## config.mk

```make
export PLATFORM = sky130hd
export DESIGN_NAME = i2c_txn_arbiter
export DESIGN_NICKNAME = d
export VERILOG_FILES = /design/src/rtl/i2c_txn_arbiter.sv
export SDC_FILE = /design/constraint.sdc
export NUM_CORES = 1
export LEC_CHECK = 0
export ABC_AREA = 1
export ABC_CLOCK_PERIOD_IN_PS = 3000
export CORE_MARGIN = 10
export CORE_UTILIZATION = 70
export CTS_BUF_LIST = sky130_fd_sc_hd__clkbuf_2 sky130_fd_sc_hd__clkbuf_4 sky130_fd_sc_hd__clkbuf_8
export CTS_CLUSTER_SIZE = 10
export DETAILED_ROUTE_END_ITERATION = 12
export DONT_BUFFER_PORTS = 1
export PLACE_DENSITY = 0.85
export SYNTH_ARGS = -nofsm -noshare
export SYNTH_HDL_FRONTEND = slang
export SYNTH_SLANG_ARGS = --single-unit
```

## constraint.sdc

```tcl
create_clock -name clk -period 3 [get_ports clk]
set_input_delay 0.9 -clock clk [delete_from_list [all_inputs] [get_ports clk]]
set_output_delay 0.9 -clock clk [all_outputs]
set_load 0.03 [all_outputs]
```

## src/rtl/i2c_txn_arbiter.sv

```systemverilog
// Round-robin arbiter and timed transaction sequencer for a shared i2c_master.
// Every phase is parameter-timed because the master gives no busy/done feedback.
module i2c_txn_arbiter #(
    parameter int NUM_REQ     = 2,
    parameter int TXN_CYCLES  = 20,
    parameter int STOP_CYCLES = 5
) (
    input  logic                 clk,
    input  logic                 reset,
    input  logic [NUM_REQ-1:0]   req,
    input  logic [NUM_REQ-1:0]   req_rw,
    input  logic [7*NUM_REQ-1:0] req_addr,
    input  logic [8*NUM_REQ-1:0] req_data,
    output logic [NUM_REQ-1:0]   gnt,
    output logic [NUM_REQ-1:0]   done,
    output logic                 busy,
    output logic                 m_start,
    output logic                 m_stop,
    output logic                 m_rw,
    output logic [6:0]           m_addr,
    output logic [7:0]           m_w_data
);

    localparam int MAX_CYC = (TXN_CYCLES > STOP_CYCLES) ? TXN_CYCLES : STOP_CYCLES;
    localparam int CW      = $clog2(MAX_CYC) + 1;
    localparam int OW      = $clog2(NUM_REQ);

    localparam logic [1:0] S_IDLE = 2'd0;
    localparam logic [1:0] S_XFER = 2'd1;
    localparam logic [1:0] S_STOP = 2'd2;

    logic [1:0]    state_q, state_d;
    logic [CW-1:0] cnt_q, cnt_d;
    logic [OW-1:0] owner_q, owner_d;
    logic          m_rw_q, m_rw_d;
    logic [6:0]    m_addr_q, m_addr_d;
    logic [7:0]    m_w_data_q, m_w_data_d;

    logic          sel_valid;
    int unsigned   sel;
    int unsigned   cand;

    // Search starts one past the last owner, so the previous owner ranks last.
    always_comb begin
        sel_valid = 1'b0;
        sel       = 0;
        cand      = 0;
        for (int unsigned k = 1; k <= NUM_REQ; k++) begin
            cand = (32'(owner_q) + k) % NUM_REQ;
            if (!sel_valid && req[OW'(cand)]) begin
                sel_valid = 1'b1;
                sel       = cand;
            end
        end
    end

    always_comb begin
        state_d    = state_q;
        cnt_d      = cnt_q;
        owner_d    = owner_q;
        m_rw_d     = m_rw_q;
        m_addr_d   = m_addr_q;
        m_w_data_d = m_w_data_q;
        case (state_q)
            S_IDLE: begin
                if (sel_valid) begin
                    state_d    = S_XFER;
                    cnt_d      = '0;
                    owner_d    = OW'(sel);
                    m_rw_d     = req_rw[sel];
                    m_addr_d   = req_addr[7*sel +: 7];
                    m_w_data_d = req_data[8*sel +: 8];
                end
            end
            S_XFER: begin
                if (cnt_q == CW'(TXN_CYCLES - 1)) begin
                    state_d = S_STOP;
                    cnt_d   = '0;
                end else begin
                    cnt_d = cnt_q + 1'b1;
                end
            end
            S_STOP: begin
                if (cnt_q == CW'(STOP_CYCLES - 1)) begin
                    state_d = S_IDLE;
                    cnt_d   = '0;
                end else begin
                    cnt_d = cnt_q + 1'b1;
                end
            end
            default: begin
                state_d = S_IDLE;
                cnt_d   = '0;
            end
        endcase
    end

    always_ff @(posedge clk) begin
        if (reset) begin
            state_q    <= S_IDLE;
            cnt_q      <= '0;
            owner_q    <= OW'(NUM_REQ - 1);
            m_rw_q     <= 1'b0;
            m_addr_q   <= '0;
            m_w_data_q <= '0;
        end else begin
            state_q    <= state_d;
            cnt_q      <= cnt_d;
            owner_q    <= owner_d;
            m_rw_q     <= m_rw_d;
            m_addr_q   <= m_addr_d;
            m_w_data_q <= m_w_data_d;
        end
    end

    always_comb begin
        gnt  = '0;
        done = '0;
        for (int unsigned i = 0; i < NUM_REQ; i++) begin
            gnt[i]  = (state_q == S_XFER) && (cnt_q == '0) && (owner_q == OW'(i));
            done[i] = (state_q == S_STOP) && (cnt_q == CW'(STOP_CYCLES - 1))
                      && (owner_q == OW'(i));
        end
    end

    assign busy     = (state_q != S_IDLE);
    assign m_start  = (state_q == S_XFER);
    assign m_stop   = (state_q == S_STOP);
    assign m_rw     = m_rw_q;
    assign m_addr   = m_addr_q;
    assign m_w_data = m_w_data_q;

endmodule

```

Yosys cells after proc, flatten, opt, wreduce, memory -nomap -nowiden
Cells that the tools add are included.
Storage, ports and cells
  output and inout bits: 23
  ROM bits: 0
  flip-flop bits (word level): 25
  word-level logic and storage cells: 54
  RAM bits: 0
  memories kept: 0
  bits in latches: 0
Operators by class
  add/sub/neg operators: 3
  mux-type cells: 18
  bitwise operators: 1
  div/mod/pow operators: 0
  multipliers: 1
  shift operators: 2
  equal/unequal tests: 7
  reductions and logical operators: 13
  magnitude comparators: 3
Operators by type and width (count)
  14-bit by 33-bit indexed part select with 7-bit output: 1
  16-bit by 33-bit indexed part select with 8-bit output: 1
  32-bit by 2-bit less-than comparator with 1-bit output (second input constant): 1
  3-bit by 32-bit multiplier with 32-bit output (first input constant): 1
  6-bit two-way mux: 3
  6-bit one-hot mux with 3 select lines: 1
  1-bit two-way mux: 10
  1-bit logical AND: 7
  6-bit by 1-bit adder with 6-bit output (second input constant): 1
  6-bit by 3-bit == test with 1-bit output (second input constant): 1
  6-bit by 5-bit == test with 1-bit output (second input constant): 1
  6-bit logical NOT: 1
  2-bit two-way mux: 3
  2-bit one-hot mux with 3 select lines: 1
  1-bit by 2-bit less-than comparator with 1-bit output (second input constant): 2
  2-bit by 1-bit inequality test with 1-bit output (second input constant): 2
  3-bit AND reduction: 1
  1-bit adder (second input constant): 2
  2-bit by 1-bit == test with 1-bit output (second input constant): 1
  2-bit == test (second input constant): 1
  2-bit logical NOT: 1
  2-bit inequality test (second input constant): 1
  2-bit AND reduction: 1
  2-bit nonzero test: 1
  other kinds (2): 2

Longest topological paths before layout
Gate-level depths: netlist (run 1).
  depth in word-level cells: 9
  gate-level depth with buffers: 9

Worst setup path after synthesis (run 1)
OpenSTA, ideal clock, no wires.
  kind: register to output
  start point: register state_q[1]
  end point: output gnt[0]
  slack: 0.724 ns
  required time: 2.100 ns
  data arrival time: 1.376 ns
  stages on the path, launching flop included: 5
  cell sequence: dfxtp_1 inv_1 ha_1 nand4_1 nor2_1
On the way
  longest elaborated chain between the ends: 3
Ends and longest elaborated chain
  start: declaration: line 32  | logic [1:0] state_q, state_d;
  start signal: assignment: line 107  | state_q <= state_d;
  2-bit by 1-bit == test with 1-bit output
  named net m_start: line 17  | output logic m_start,
  1-bit logical AND (2 in series): line 120  | gnt[i] = (state_q == S_XFER) && (cnt_q == '0) && (owner_q == OW'(i));
  end: declaration: line 14  | output logic [NUM_REQ-1:0] gnt,
The timed path passes the listed nets, and every way through them passes these cells.

Final worst setup path (run 1)
  start point: register state_q[0]
  end point: output done[0]
On the way
  longest elaborated chain between the ends: 3
Ends and longest elaborated chain
  2-bit == test
  named net m_stop: line 18  | output logic m_stop,
  1-bit logical AND: line 121  | done[i] = (state_q == S_STOP) && (cnt_q == CW'(STOP_CYCLES - 1))
  1-bit logical AND: line 122  | && (owner_q == OW'(i));
  end: declaration: line 15  | output logic [NUM_REQ-1:0] done,
The timed path passes the listed nets, and every way through them passes these cells.

==> qor.yml, run 1 <==
floorplanning:
  initial_core_util: 0.733
  die_y_microns: 65.1
  die_area_sq_um: 4240
  io_pins: 59
  coreArea_sq_um: 1940
  die_w_microns: 65.1
  rows: 16
routing:
  wl_per_cell_microns: 15.0
  drt_first_pass_iters: 4
  wl_microns: 3260
  drt-initial-drc-count: 57
  ant_nets: 0
  drc_errors: 0
  dr_total_vias: 1237
  routed_via_density: 5.70
synth:
  netlist_area_sq_um: 1420
  ys_seq_area_frac: 0.351
  ys_types: 24
  ys.flop_type: "dfxtp_1"
  syn_inst: 195
  synth_top_area_share: 0.351
  synth-seq-cells: 25
  yosysTopAreaCell: "dfxtp_1"
  synthesis.nets: 237
  async_reset_ff_frac: 0
  synth_edf_count: 0
  ys_top_cells_by_area: "dfxtp_1 35%, nand2_1 9.0%, nor2_1 8.4%, a21oi_1 7.7%, nand3_1 7.4%"
  avgSynthCellArea_sq_um: 7.30
  yosys_warnings: 0
cts:
  cts-resized-gates: 0
  cts_tree: "done"
  cts_buffers: 3
  root_buffer: "clkbuf_4"
  post_cts_buffers: 0
  clkSlewWorstSetupHoldPaths_ps: 130
  clock_path_buffers: 2
  worstSkewPairLatency_ps: 310
  cts_max_level: 1
  cts_hold_buf: 0
  cts_sinks: 25
pwr:
  ir_drop_v: 0.000631
  p_comb_frac: 0.417
  powerDensity_nw_per_um2: 907
  p_leak_uw: 0.000612
  clockPowerShare: 0.122
  switching_share: 0.506
  p_sw_uw: 653
  pwr-share-seq: 0.462
  internal_power_uw: 637
global_route:
  globalRouteTotalUtil: 0.151
  grtUsageMet2: 0.259
  met3_usage: 0.0712
  grt_max_degree: 34
  grt_pass1_vias: 1178
  grt-busiest-layer: "met2"
  grtUsageMet1: 0.163
  antenna_found_initial: 0
  overflow: 0
  grt_first_pass_wirelength_microns: 5380
finish:
  fin_cells: 217
  final_cell_mix: "34 x nand2_1, 32 x nor2_1, 25 x dfxtp_1, 22 x a21oi_1, 21 x nand3_1"
  antenna_cells: 0
  n_fill_cell: 180
  num-nets-final: 233
  drive_gt1_frac: 0.137
  final_common_cell: "nand2_1"
  syn_to_final_growth_pct: -0.176
timing:
  final.setup.tns_ps: 0
  clock_skew_ps: 0.815
  hold_violations: 0
  drv_slew: 0
  finalSetupViolations: 0
  worst_slew_pin_slew_ps: 560
  whs_ps: 510
  fmax_mhz: 368
  grt_setup_unrepaired: "no"
  finalCritPeriodShare: 0.906
  slew_headroom: 0.626
  period_needed_ps: 2720
worst_setup_path:
  critPathKind: "flip-flop to primary output"
  start_kind: "flip-flop"
  cp.arrival_ps: 1820
  critPathMaxFanout: 4
  end_kind: "primary output"
  critical_path_required_ps: 2100
place:
  gp_congestion: 0.865
  port_buffers: 0
  detailed_place_hpwl_microns: 2540
  dp.cells: 213
job:
  max_cap_violations: 0
status:
  status: "completed"
min_path:
  worst_hold_path_type: "flip-flop to flip-flop"
-- final timing paths --
check	from	slack, ps	endpoint	cells after the start
max reg2reg	state_q[1]	1310	state_q[1]	7
min	cnt_q[0]	510	cnt_q[0]	2
min reg2reg	cnt_q[0]	510	cnt_q[0]	2
max	state_q[0]	280	done[0]	4
-- logic make-up after synthesis --
logic type,after synthesis,share of synthesized area
AOI/OAI and AO/OA,39,0.180
buffers and inverters,25,0.0914
and+or+nand+nor,99,0.318
xor gates and xnor gates,1,0.00615
DFF,25,0.351
adders and majority gates,6,0.0527
-- state kept, by name (all words and copies together) (netlist names) --
register / cells
cnt_q: 6
m_w_data: 8
m_rw: 1
owner_q: 1
m_addr: 7
state_q: 2
-- per-layer routing --
metal	part of all wire	wire length (microns)
met3	0.11	355
met2	0.49	1590
met5	0	0
met4	0.0071	23
met1	0.39	1290
-- Yosys cell counts, types with 2 or more instances --
master    count
nand4_1       3
nand2_2       2
nand2_1      34
a21oi_1      22
o211ai_1      2
buf_6         4
dfxtp_1      25
nor2_1       32
ha_1          6
buf_2         4
inv_1        14
nand3_1      21
o21ai_0       2
nand2_4       3
a21oi_2      12
-- power by group through the flow --
stage	combinational (uW)	sequential [uW]	clock [uW]
finish	537	595	157
global route	611	606	170
CTS	540	597	161
detailed placement	537	605	0
global placement	512	600	0
floorplan	509	583	0
-- through the flow --
step                 util  worst slack [ps]  power, uW  cell area, sq um
floorplan               -               724       1090              1420
detailed placement  0.716               613       1140              1390
global route        0.732               143       1390              1420
finish              0.732               281       1290              1420
CTS                 0.732               246       1300              1420
global placement    0.716               652       1110              1390
-- layout make-up --
type / instances / area [sq um] / area share
Clock buffer: 4 / 30.0 / 0.0211
Inverter: 15 / 56.3 / 0.0396
Multi-Input combinational cell: 145 / 793 / 0.558
Sequential cell: 25 / 500 / 0.352
Tap cell: 27 / 33.8 / 0.0238
Timing Repair Buffer: 1 / 7.51 / 0.00528
-- worst max-delay path: stages, from the launching register on --
cell	delay, ps
dfxtp_1	340
inv_1	130
ha_1	420
nand4_1	170
nor2_1	460
Power figures use the tool's default switching activity.
==> run 2, diff against run 1 <==
--- a/config.mk
+++ b/config.mk
@@ -13,7 +13,7 @@
 export CTS_CLUSTER_SIZE = 10
 export DETAILED_ROUTE_END_ITERATION = 12
 export DONT_BUFFER_PORTS = 1
-export PLACE_DENSITY = 0.85
+export PLACE_DENSITY = 0.86
 export SYNTH_ARGS = -nofsm -noshare
 export SYNTH_HDL_FRONTEND = slang
 export SYNTH_SLANG_ARGS = --single-unit
==> qor.yml, run 2 (same netlist as run 1, synthesis figures left out) <==
pwr:
  clockPowerShare: 0.121  # was 0.122
  pwr-share-seq: 0.460  # was 0.462
  switching_share: 0.517  # was 0.506
  p_sw_uw: 670  # was 653 uW
  p_comb_frac: 0.419  # was 0.417
  p_leak_uw: 0.000607  # was 0.000612 uW
  ir_drop_v: 0.000595  # was 0.000631 V
  powerDensity_nw_per_um2: 911  # was 907 nW/um^2
  internal_power_uw: 626  # was 637 uW
worst_setup_path:
  critPathKind: "flip-flop to primary output"  # unchanged
  start_kind: "flip-flop"  # unchanged
  r2r_slack_ps: 1310  # about the same
  rr_startpoint: "state_q[0]"  # was state_q[1]
  reg2reg_depth: 6  # was 7
  r2r_end: "cnt_q[0]"  # was state_q[1]
  critPathMaxFanout: 4  # unchanged
  end_kind: "primary output"  # unchanged
  critical_path_required_ps: 2100  # about the same
  cp.arrival_ps: 1850  # was 1820 ps
  crit_end: "done[1]"  # was done[0]
  cp-startpoint: "state_q[0]"  # unchanged
place:
  gp_congestion: 0.872  # was 0.865
  place_area_sq_um: 1390  # unchanged
  dp.cells: 213  # unchanged
  detailed_place_hpwl_microns: 2730  # was 2540 microns
  port_buffers: 0  # unchanged
cts:
  worstSkewPairLatency_ps: 330  # was 310 ps
  cts-resized-gates: 0  # unchanged
  root_buffer: "clkbuf_4"  # unchanged
  post_cts_buffers: 0  # unchanged
  cts_buffers: 3  # unchanged
  clkSlewWorstSetupHoldPaths_ps: 140  # was 130 ps
  clock_path_buffers: 2  # unchanged
  cts_max_level: 1  # unchanged
  cts_sinks: 25  # unchanged
  cts_hold_buf: 0  # unchanged
  cts_tree: "done"  # unchanged
routing:
  wl_microns: 3600  # was 3260 microns
  wl_met3_microns: 365  # was 355 microns
  routed.top_layer: "met4"  # unchanged
  ant_nets: 0  # unchanged
  drt_first_pass_iters: 5  # was 4
  routed_via_density: 5.93  # was 5.70
  drt-met1-wl_microns: 1340  # was 1290 microns
  wl_met2_microns: 1820  # was 1590 microns
  wl_per_cell_microns: 16.6  # was 15.0 microns
  drt-initial-drc-count: 72  # was 57
  drc_errors: 0  # unchanged
  dr_total_vias: 1286  # was 1,237
floorplanning:
  io_pins: 59  # unchanged
  coreArea_sq_um: 1940  # unchanged
  die_area_sq_um: 4240  # unchanged
  initial_core_util: 0.733  # unchanged
  die_y_microns: 65.1  # unchanged
  rows: 16  # unchanged
  die_w_microns: 65.1  # unchanged
timing:
  clock_skew_ps: 8.45  # was 0.815 ps
  period_needed_ps: 2750  # was 2720 ps
  fmax_mhz: 364  # was 368 MHz
  grt_setup_unrepaired: "no"  # unchanged
  hold_violations: 0  # unchanged
  worst_slew_pin_slew_ps: 565  # was 560 ps
  whs_ps: 501  # was 510 ps
  final.setup.tns_ps: 0  # unchanged
  finalCritPeriodShare: 0.916  # was 0.906
  drv_slew: 0  # unchanged
  slew_headroom: 0.622  # was 0.626
  finalSetupViolations: 0  # unchanged
finish:
  final_cell_mix: "34 x nand2_1, 32 x nor2_1, 25 x dfxtp_1, 22 x a21oi_1, 21 x nand3_1"  # unchanged
  n_fill_cell: 167  # was 180
  final_cell_area_sq_um: 1420  # unchanged
  antenna_cells: 0  # unchanged
  final_common_cell: "nand2_1"  # unchanged
  largest_reg_flops: 8  # unchanged
  drive_gt1_frac: 0.137  # unchanged
  fin_cells: 217  # unchanged
  syn_to_final_growth_pct: -0.176  # unchanged
  num-nets-final: 233  # unchanged
  final_util: 0.732  # unchanged
job:
  max_cap_violations: 0  # unchanged
global_route:
  grt_pass1_vias: 1339  # was 1,178
  grt_max_degree: 34  # unchanged
  overflow: 0  # unchanged
  grt_first_pass_wirelength_microns: 5980  # was 5380 microns
  globalRouteTotalUtil: 0.169  # was 0.151
  antenna_found_initial: 0  # unchanged
status:
  status: "completed"  # unchanged
min_path:
  worst_hold_path_type: "flip-flop to flip-flop"  # unchanged
==> run 2: cell count changes in the layout (fill, tap and decap cells not counted) <==
cell / before / now
clkinvlp_4: 0 / 1
clkbuf_4: 4 / 3
==> run 2: critical path, stage by stage (launching register included) <==
cell and delay (ps):
dfxtp_1 350, inv_1 120, ha_1 420, nand4_1 160, nor2_1 460
==> run 2: routing by layer <==
layer	GRT usage	vias to the layer above
met3	0.0712	8
li1	-	632
met5	0	-
met1	0.164	588
met2	0.324	58
met4	0.0401	0
==> run 2: power groups by stage <==
stage / Combinational, uW / Clock, uW / Sequential (uW)
global route: 616 / 169 / 606
CTS: 545 / 159 / 598
finish: 543 / 157 / 595
detailed placement: 543 / 0 / 606
global placement: 511 / 0 / 600
floorplan: 509 / 0 / 583
==> run 2: cell type report <==
type	instances	area, sq um	area share
Clock buffer	3	22.5	0.0158
Multi-Input combinational cell	145	793	0.558
Sequential cell	25	500	0.352
Tap cell	27	33.8	0.0238
Inverter	15	56.3	0.0396
Timing Repair Buffer	1	7.51	0.00528
Clock inverter	1	7.51	0.00528
==> run 2: how the worst min path moves through the flow <==
| stage | startpoint | end | cells after the start |
|---|---|---|---|
| 6_report | cnt_q[0] | cnt_q[0] | 2 |
| 5_1_grt | cnt_q[0] | cnt_q[0] | 2 |
| 4_1_cts | cnt_q[0] | cnt_q[0] | 2 |
| 3_5_place_dp | cnt_q[0] | cnt_q[0] | 2 |
| 3_3_place_gp | cnt_q[0] | cnt_q[0] | 2 |
| 2_1_floorplan | cnt_q[0] | cnt_q[0] | 2 |
==> run 2: through the flow <==
stage	worst slack [ps]	total power, uW
6_report	252	1300
3_3_place_gp	652	1110
4_1_cts	226	1300
5_1_grt	128	1390
3_5_place_dp	609	1150
2_1_floorplan	724	1090
==> run 3, diff against run 2 <==
--- a/config.mk
+++ b/config.mk
@@ -5,15 +5,14 @@
 export SDC_FILE = /design/constraint.sdc
 export NUM_CORES = 1
 export LEC_CHECK = 0
-export ABC_AREA = 1
 export ABC_CLOCK_PERIOD_IN_PS = 3000
 export CORE_MARGIN = 10
-export CORE_UTILIZATION = 70
+export CORE_UTILIZATION = 69
 export CTS_BUF_LIST = sky130_fd_sc_hd__clkbuf_2 sky130_fd_sc_hd__clkbuf_4 sky130_fd_sc_hd__clkbuf_8
 export CTS_CLUSTER_SIZE = 10
 export DETAILED_ROUTE_END_ITERATION = 12
 export DONT_BUFFER_PORTS = 1
-export PLACE_DENSITY = 0.86
+export PLACE_DENSITY = 0.85
 export SYNTH_ARGS = -nofsm -noshare
 export SYNTH_HDL_FRONTEND = slang
 export SYNTH_SLANG_ARGS = --single-unit
==> qor.yml, run 3 <==
status:
  status: "completed"  # unchanged
routing:
  wl_microns: 3000  # was 3600 microns
  wl_met2_microns: 1430  # was 1820 microns
  routed.top_layer: "met4"  # unchanged
  dr_total_vias: 967  # was 1,286
  routed_via_density: 5.97  # was 5.93
  drt-met1-wl_microns: 1300  # was 1340 microns
  wl_per_cell_microns: 18.5  # was 16.6 microns
  drc_errors: 0  # unchanged
  wl_met3_microns: 220  # was 365 microns
  drt_first_pass_iters: 7  # was 5
  drt-initial-drc-count: 38  # was 72
  ant_nets: 0  # unchanged
synth:
  ys_types: 28  # was 24
  synth_edf_count: 0  # unchanged
  yosysMostFrequentCell: "nor2_1"  # was nand2_1
  ys_top_cells_by_area: "dfxtp_1 38%, mux2i_1 14%, a211oi_1 9.7%, nor2_1 7.4%, ha_1 5.7%"  # was dfxtp_1 35%, nand2_1 9.0%, nor2_1 8.4%, a21oi_1 7.7%, nand3_1 7.4%
  netlist_area_sq_um: 1320  # was 1420 sq um
  async_reset_ff_frac: 0  # unchanged
  yosys_warnings: 0  # unchanged
  yosysTopAreaCell: "dfxtp_1"  # unchanged
  synthTopCellsByCount: "26 x nor2_1, 25 x dfxtp_1, 18 x mux2i_1"  # was 34 x nand2_1, 32 x nor2_1, 25 x dfxtp_1
  synth_top_area_share: 0.380  # was 0.351
  syn_inst: 140  # was 195
  avgSynthCellArea_sq_um: 9.40  # was 7.30 sq um
  ys_seq_area_frac: 0.380  # was 0.351
  synth-seq-cells: 25  # unchanged
  ys.flop_type: "dfxtp_1"  # unchanged
  synthesis.nets: 182  # was 237
cts:
  worstSkewPairLatency_ps: 320  # was 330 ps
  cts-resized-gates: 0  # unchanged
  cts_sinks: 25  # unchanged
  cts_max_level: 1  # unchanged
  clkSlewWorstSetupHoldPaths_ps: 140  # about the same
  cts_buffers: 3  # unchanged
  cts_hold_buf: 0  # unchanged
  cts_tree: "done"  # unchanged
  clock_path_buffers: 2  # unchanged
  post_cts_buffers: 0  # unchanged
  root_buffer: "clkbuf_4"  # unchanged
worst_setup_path:
  reg2reg_depth: 6  # unchanged
  critical_path_required_ps: 2100  # about the same
  critPathMaxFanout: 5  # was 4
  start_kind: "flip-flop"  # unchanged
  cp.arrival_ps: 1860  # was 1850 ps
  critPathKind: "flip-flop to primary output"  # unchanged
  end_kind: "primary output"  # unchanged
finish:
  n_fill_cell: 140  # was 167
  regArea_sq_um: 500  # unchanged
  num-nets-final: 180  # was 233
  final_cell_mix: "25 x nor2_1, 25 x dfxtp_1, 18 x mux2i_1, 17 x a211oi_1, 7 x inv_1"  # was 34 x nand2_1, 32 x nor2_1, 25 x dfxtp_1, 22 x a21oi_1, 21 x nand3_1
  multi_input_area_sq_um: 742  # was 793 sq um
  final_cell_area_sq_um: 1340  # was 1420 sq um
  antenna_cells: 0  # unchanged
  largest_reg_flops: 8  # unchanged
  drive_gt1_frac: 0.0949  # was 0.137
  final_util: 0.761  # was 0.732
  syn_to_final_growth_pct: 2.00  # was -0.176%
timing:
  slew_headroom: 0.622  # about the same
  period_needed_ps: 2760  # was 2750 ps
  final.setup.tns_ps: 0  # unchanged
  clock_skew_ps: 8.77  # was 8.45 ps
  worst_slew_pin_slew_ps: 564  # was 565 ps
  finalCritPeriodShare: 0.919  # was 0.916
  drv_slew: 0  # unchanged
  fmax_mhz: 363  # was 364 MHz
  grt_setup_unrepaired: "no"  # unchanged
  finalSetupViolations: 0  # unchanged
  hold_violations: 0  # unchanged
global_route:
  grt_pass1_vias: 1023  # was 1,339
  antenna_found_initial: 0  # unchanged
  overflow: 0  # unchanged
  grt_first_pass_wirelength_microns: 4720  # was 5980 microns
  grt_max_degree: 33  # was 34
  globalRouteTotalUtil: 0.142  # was 0.169
place:
  place_area_sq_um: 1320  # was 1390 sq um
  gp_congestion: 0.792  # was 0.872
  detailed_place_hpwl_microns: 2390  # was 2730 microns
  port_buffers: 0  # unchanged
pwr:
  ir_drop_v: 0.000577  # was 0.000595 V
  powerDensity_nw_per_um2: 889  # was 911 nW/um^2
  p_leak_uw: 0.000539  # was 0.000607 uW
floorplanning:
  initial_core_util: 0.746  # was 0.733
  die_area_sq_um: 4050  # was 4240 sq um
  die_w_microns: 63.7  # was 65.1 microns
  rows: 15  # was 16
  coreArea_sq_um: 1760  # was 1940 sq um
  io_pins: 59  # unchanged
  die_y_microns: 63.7  # was 65.1 microns
min_path:
  worst_hold_path_type: "flip-flop to flip-flop"  # unchanged
  min_path_cells: 2  # unchanged
job:
  max_cap_violations: 0  # unchanged
[run 3: cell types whose count changed after synthesis, sizes merged, moves of 3 or more]
cell | previous run | this run
clkbuf | 2 | 5
nor2 | 32 | 26
nand2b | 0 | 4
inv | 15 | 7
mux2i | 0 | 18
a211oi | 0 | 18
nand3 | 22 | 1
nand2 | 39 | 5
a21oi | 35 | 2
xor2 | 1 | 4
buf | 8 | 4
[run 3: cells by family (layout without fill, tap and decap cells)]
kind of cell	count (synthesis)	count (layout)	synth area share
AO/OA/AOI/OAI	25	25	0.151
XOR/XNOR	5	5	0.0333
adder cells (fa/ha/maj)	6	6	0.0570
buffers and inverters	16	13	0.0608
flip-flops	25	25	0.380
multiplexers	18	18	0.137
AND/OR/NAND/NOR	45	45	0.181
[run 3: path summary, 6_finish.rpt]
| path | start | end | slack [ps] |
|---|---|---|---|
| worst min register to register | cnt_q[1] | cnt_q[1] | 500 |
| worst max register to register | state_q[0] | state_q[0] | 1210 |
| worst max-delay path | state_q[0] | done[1] | 240 |
| worst min-delay path | cnt_q[1] | cnt_q[1] | 500 |
[run 3: area by class of cell]
type / instances / area share
flip-flops and latches: 25 / 0.373
clock buffers: 3 / 0.0168
well taps: 25 / 0.0233
clock inverters: 1 / 0.00373
multi-input cells: 99 / 0.553
inverters: 7 / 0.0196
repair buffers: 2 / 0.0112
[run 3: power by group]
part	leakage, uW	internal [uW]	switching [uW]	total (uW)
clock	0.0000177	49.9	99.1	149
sequential	0.000206	418	198	617
combinational	0.000315	159	269	428
[run 3: routing by layer]
metal | vias to the layer above | track usage
met5 | - | 0
met4 | 0 | 0.0628
met3 | 7 | 0.0495
met2 | 46 | 0.246
met1 | 424 | 0.151
li1 | 490 | -
[run 3: stage by stage]
stage               hold WS (ps)  setup slack, ps  total power, uW  std cells
finish                       503              242             1190        162
global route                 543              119             1270        162
floorplan                    457              723              979        140
CTS                          505              244             1200        162
detailed placement           487              597             1060        158
global placement             464              636             1040        158
[run 3: worst max-delay path, stage by stage, from the launching register on]
cell     delay, ps
dfxtp_1        350
inv_1          110
ha_1           450
nand3_1        170
nor2_1         470
==> variant (flow settings as in run 3) <==
Change the parameter `TXN_CYCLES` from 20 to 40.
--- a/src/rtl/i2c_txn_arbiter.sv
+++ b/src/rtl/i2c_txn_arbiter.sv
@@ -4,3 +4,3 @@
     parameter int NUM_REQ     = 2,
-    parameter int TXN_CYCLES  = 20,
+    parameter int TXN_CYCLES  = 40,
     parameter int STOP_CYCLES = 5
Check against the original RTL: no difference found for any inputs over 10 cycles, from zero or initial values and one cycle with reset high; that may be too few to reach the edited logic, so the function may still have changed.
==> variant against run 3 <==
- power rose by 11%
- final area rose by 4.0%
- register-to-register slack got worse by 0.13 ns
- synthesized area fell by 0.76%
- maximum frequency fell by 1.3%
- combinational power rose by 5.4%
- setup slack got worse by 0.036 ns
- core utilization rose by 3.0 points
- via count rose by 6.8%
- routed wire length fell by 1.4%
- sequential cell count rose by 1
- largest power group unchanged
==> variant: results (changes against run 3) <==
VDD IR max 0.7210 mV (+25%); Worst slew margin 0.5911 (-0.03126); clock share of power 0.180 (+0.055); Global Route met3 Usage 0.05124 (+0.001767); Crit path largest cell delay 0.43 ns (-0.04 ns); met2 WL 1468 um (+2.4%); family with the most delay on the worst path simple AND/OR/NAND/NOR gates; sequential share of the synthesized area 0.3985 (+0.01824); CP Capture Point gnt[0]; number of library cell types mapped by synthesis 26 (-7.1%); largest net degree at the start of global routing 33 (unchanged); Post-Place Worst Slack 0.4363 ns (-0.1605 ns); flop-to-flop setup slack 1.08 ns (-0.13 ns); worst r2r src state_q[1]; syn nets 189 (+3.8%); via count 1,033 (+6.8%); first-pass detailed-route iteration total 4 (-3); Int Pwr 735.4 uW (+17%); met1 wire length 1257 um (-3.5%); GRT Util Overall 0.1507 (+0.008490); slowest cell on the critical path or4_1; DP Wirelength 2403 um (+0.56%); Clock Pin Slew Worst Setup and Hold Paths 0.14 ns (about the same); vias in the first global route 1,061 (+3.7%); layout cells sized above 1 0.09524 (+0.0003476); met1 Track Usage GR 0.1722 (+0.02090); 1st-iter DRT viols 18 (-53%); status finished clean; Placed Cells 168 (+6.3%); worst-path maximum fanout 4 (-1); worst hold slack 0.5065 ns (+0.003397 ns); WP data arrival 1.89 ns (+0.03 ns); routability congestion estimate 0.7836 (-1.0%); Comb. pwr 451 uW (+5.4%); most frequent cells after synthesis dfxtp_1, nor2_1, a211oi_1, mux2i_1; routed len/inst 17.21 um (-7.1%); global-route wire length before repair 5030 um (+6.6%); static leakage 0.0005603 uW (+4.0%); largest cells by area after synthesis dfxtp_1, mux2i_1, a211oi_1, nor2_1, ha_1; htree depth 1 (unchanged); clk_skew 0.004085 ns (-0.004683 ns); Placed Area 1341 um^2 (+2.0%); Power Density 951.2 nW/um^2 (+7.0%); FF-to-FF End cnt_q[0]; Max Clk Rate 357.9 MHz (-1.3%); grt met2 use 0.2475 (+0.001256); DR vias/cell 6.006 (+0.61%); Post-Synthesis Cells 147 (+5.0%); met3 wire len 200 um (-9.1%)
[variant: repair_timing]
action | in CTS | in global routing
resized for setup | 0 | 1
endpoints found under the setup margin | 0 | 2
hold buffers | 0 | 0
[variant: area by class of cell]
type	count	area, um^2
Multi-Input combinational cell	105	732.0
Clock buffer	3	22.52
Tap cell	25	31.28
Timing Repair Buffer	4	30.03
Sequential cell	26	520.5
Clock inverter	1	30.03
Inverter	8	30.03
Fill cell	138	367.9
[variant: worst min-delay path: stages (launching register included)]
cell and delay, ns:
dfxtp_1 0.36, nand2_1 0.06, a21oi_1 0.06
[variant: kinds of logic after synthesis]
| kind of cell | share of synthesized area |
|---|---|
| and+or+nand+nor | 0.1772 |
| buffers and inverters | 0.04789 |
| muxes | 0.1226 |
| DFF | 0.3985 |
| AOI/OAI and AO/OA | 0.1628 |
| adders and majority gates | 0.05747 |
| xor gates and xnor gates | 0.03352 |
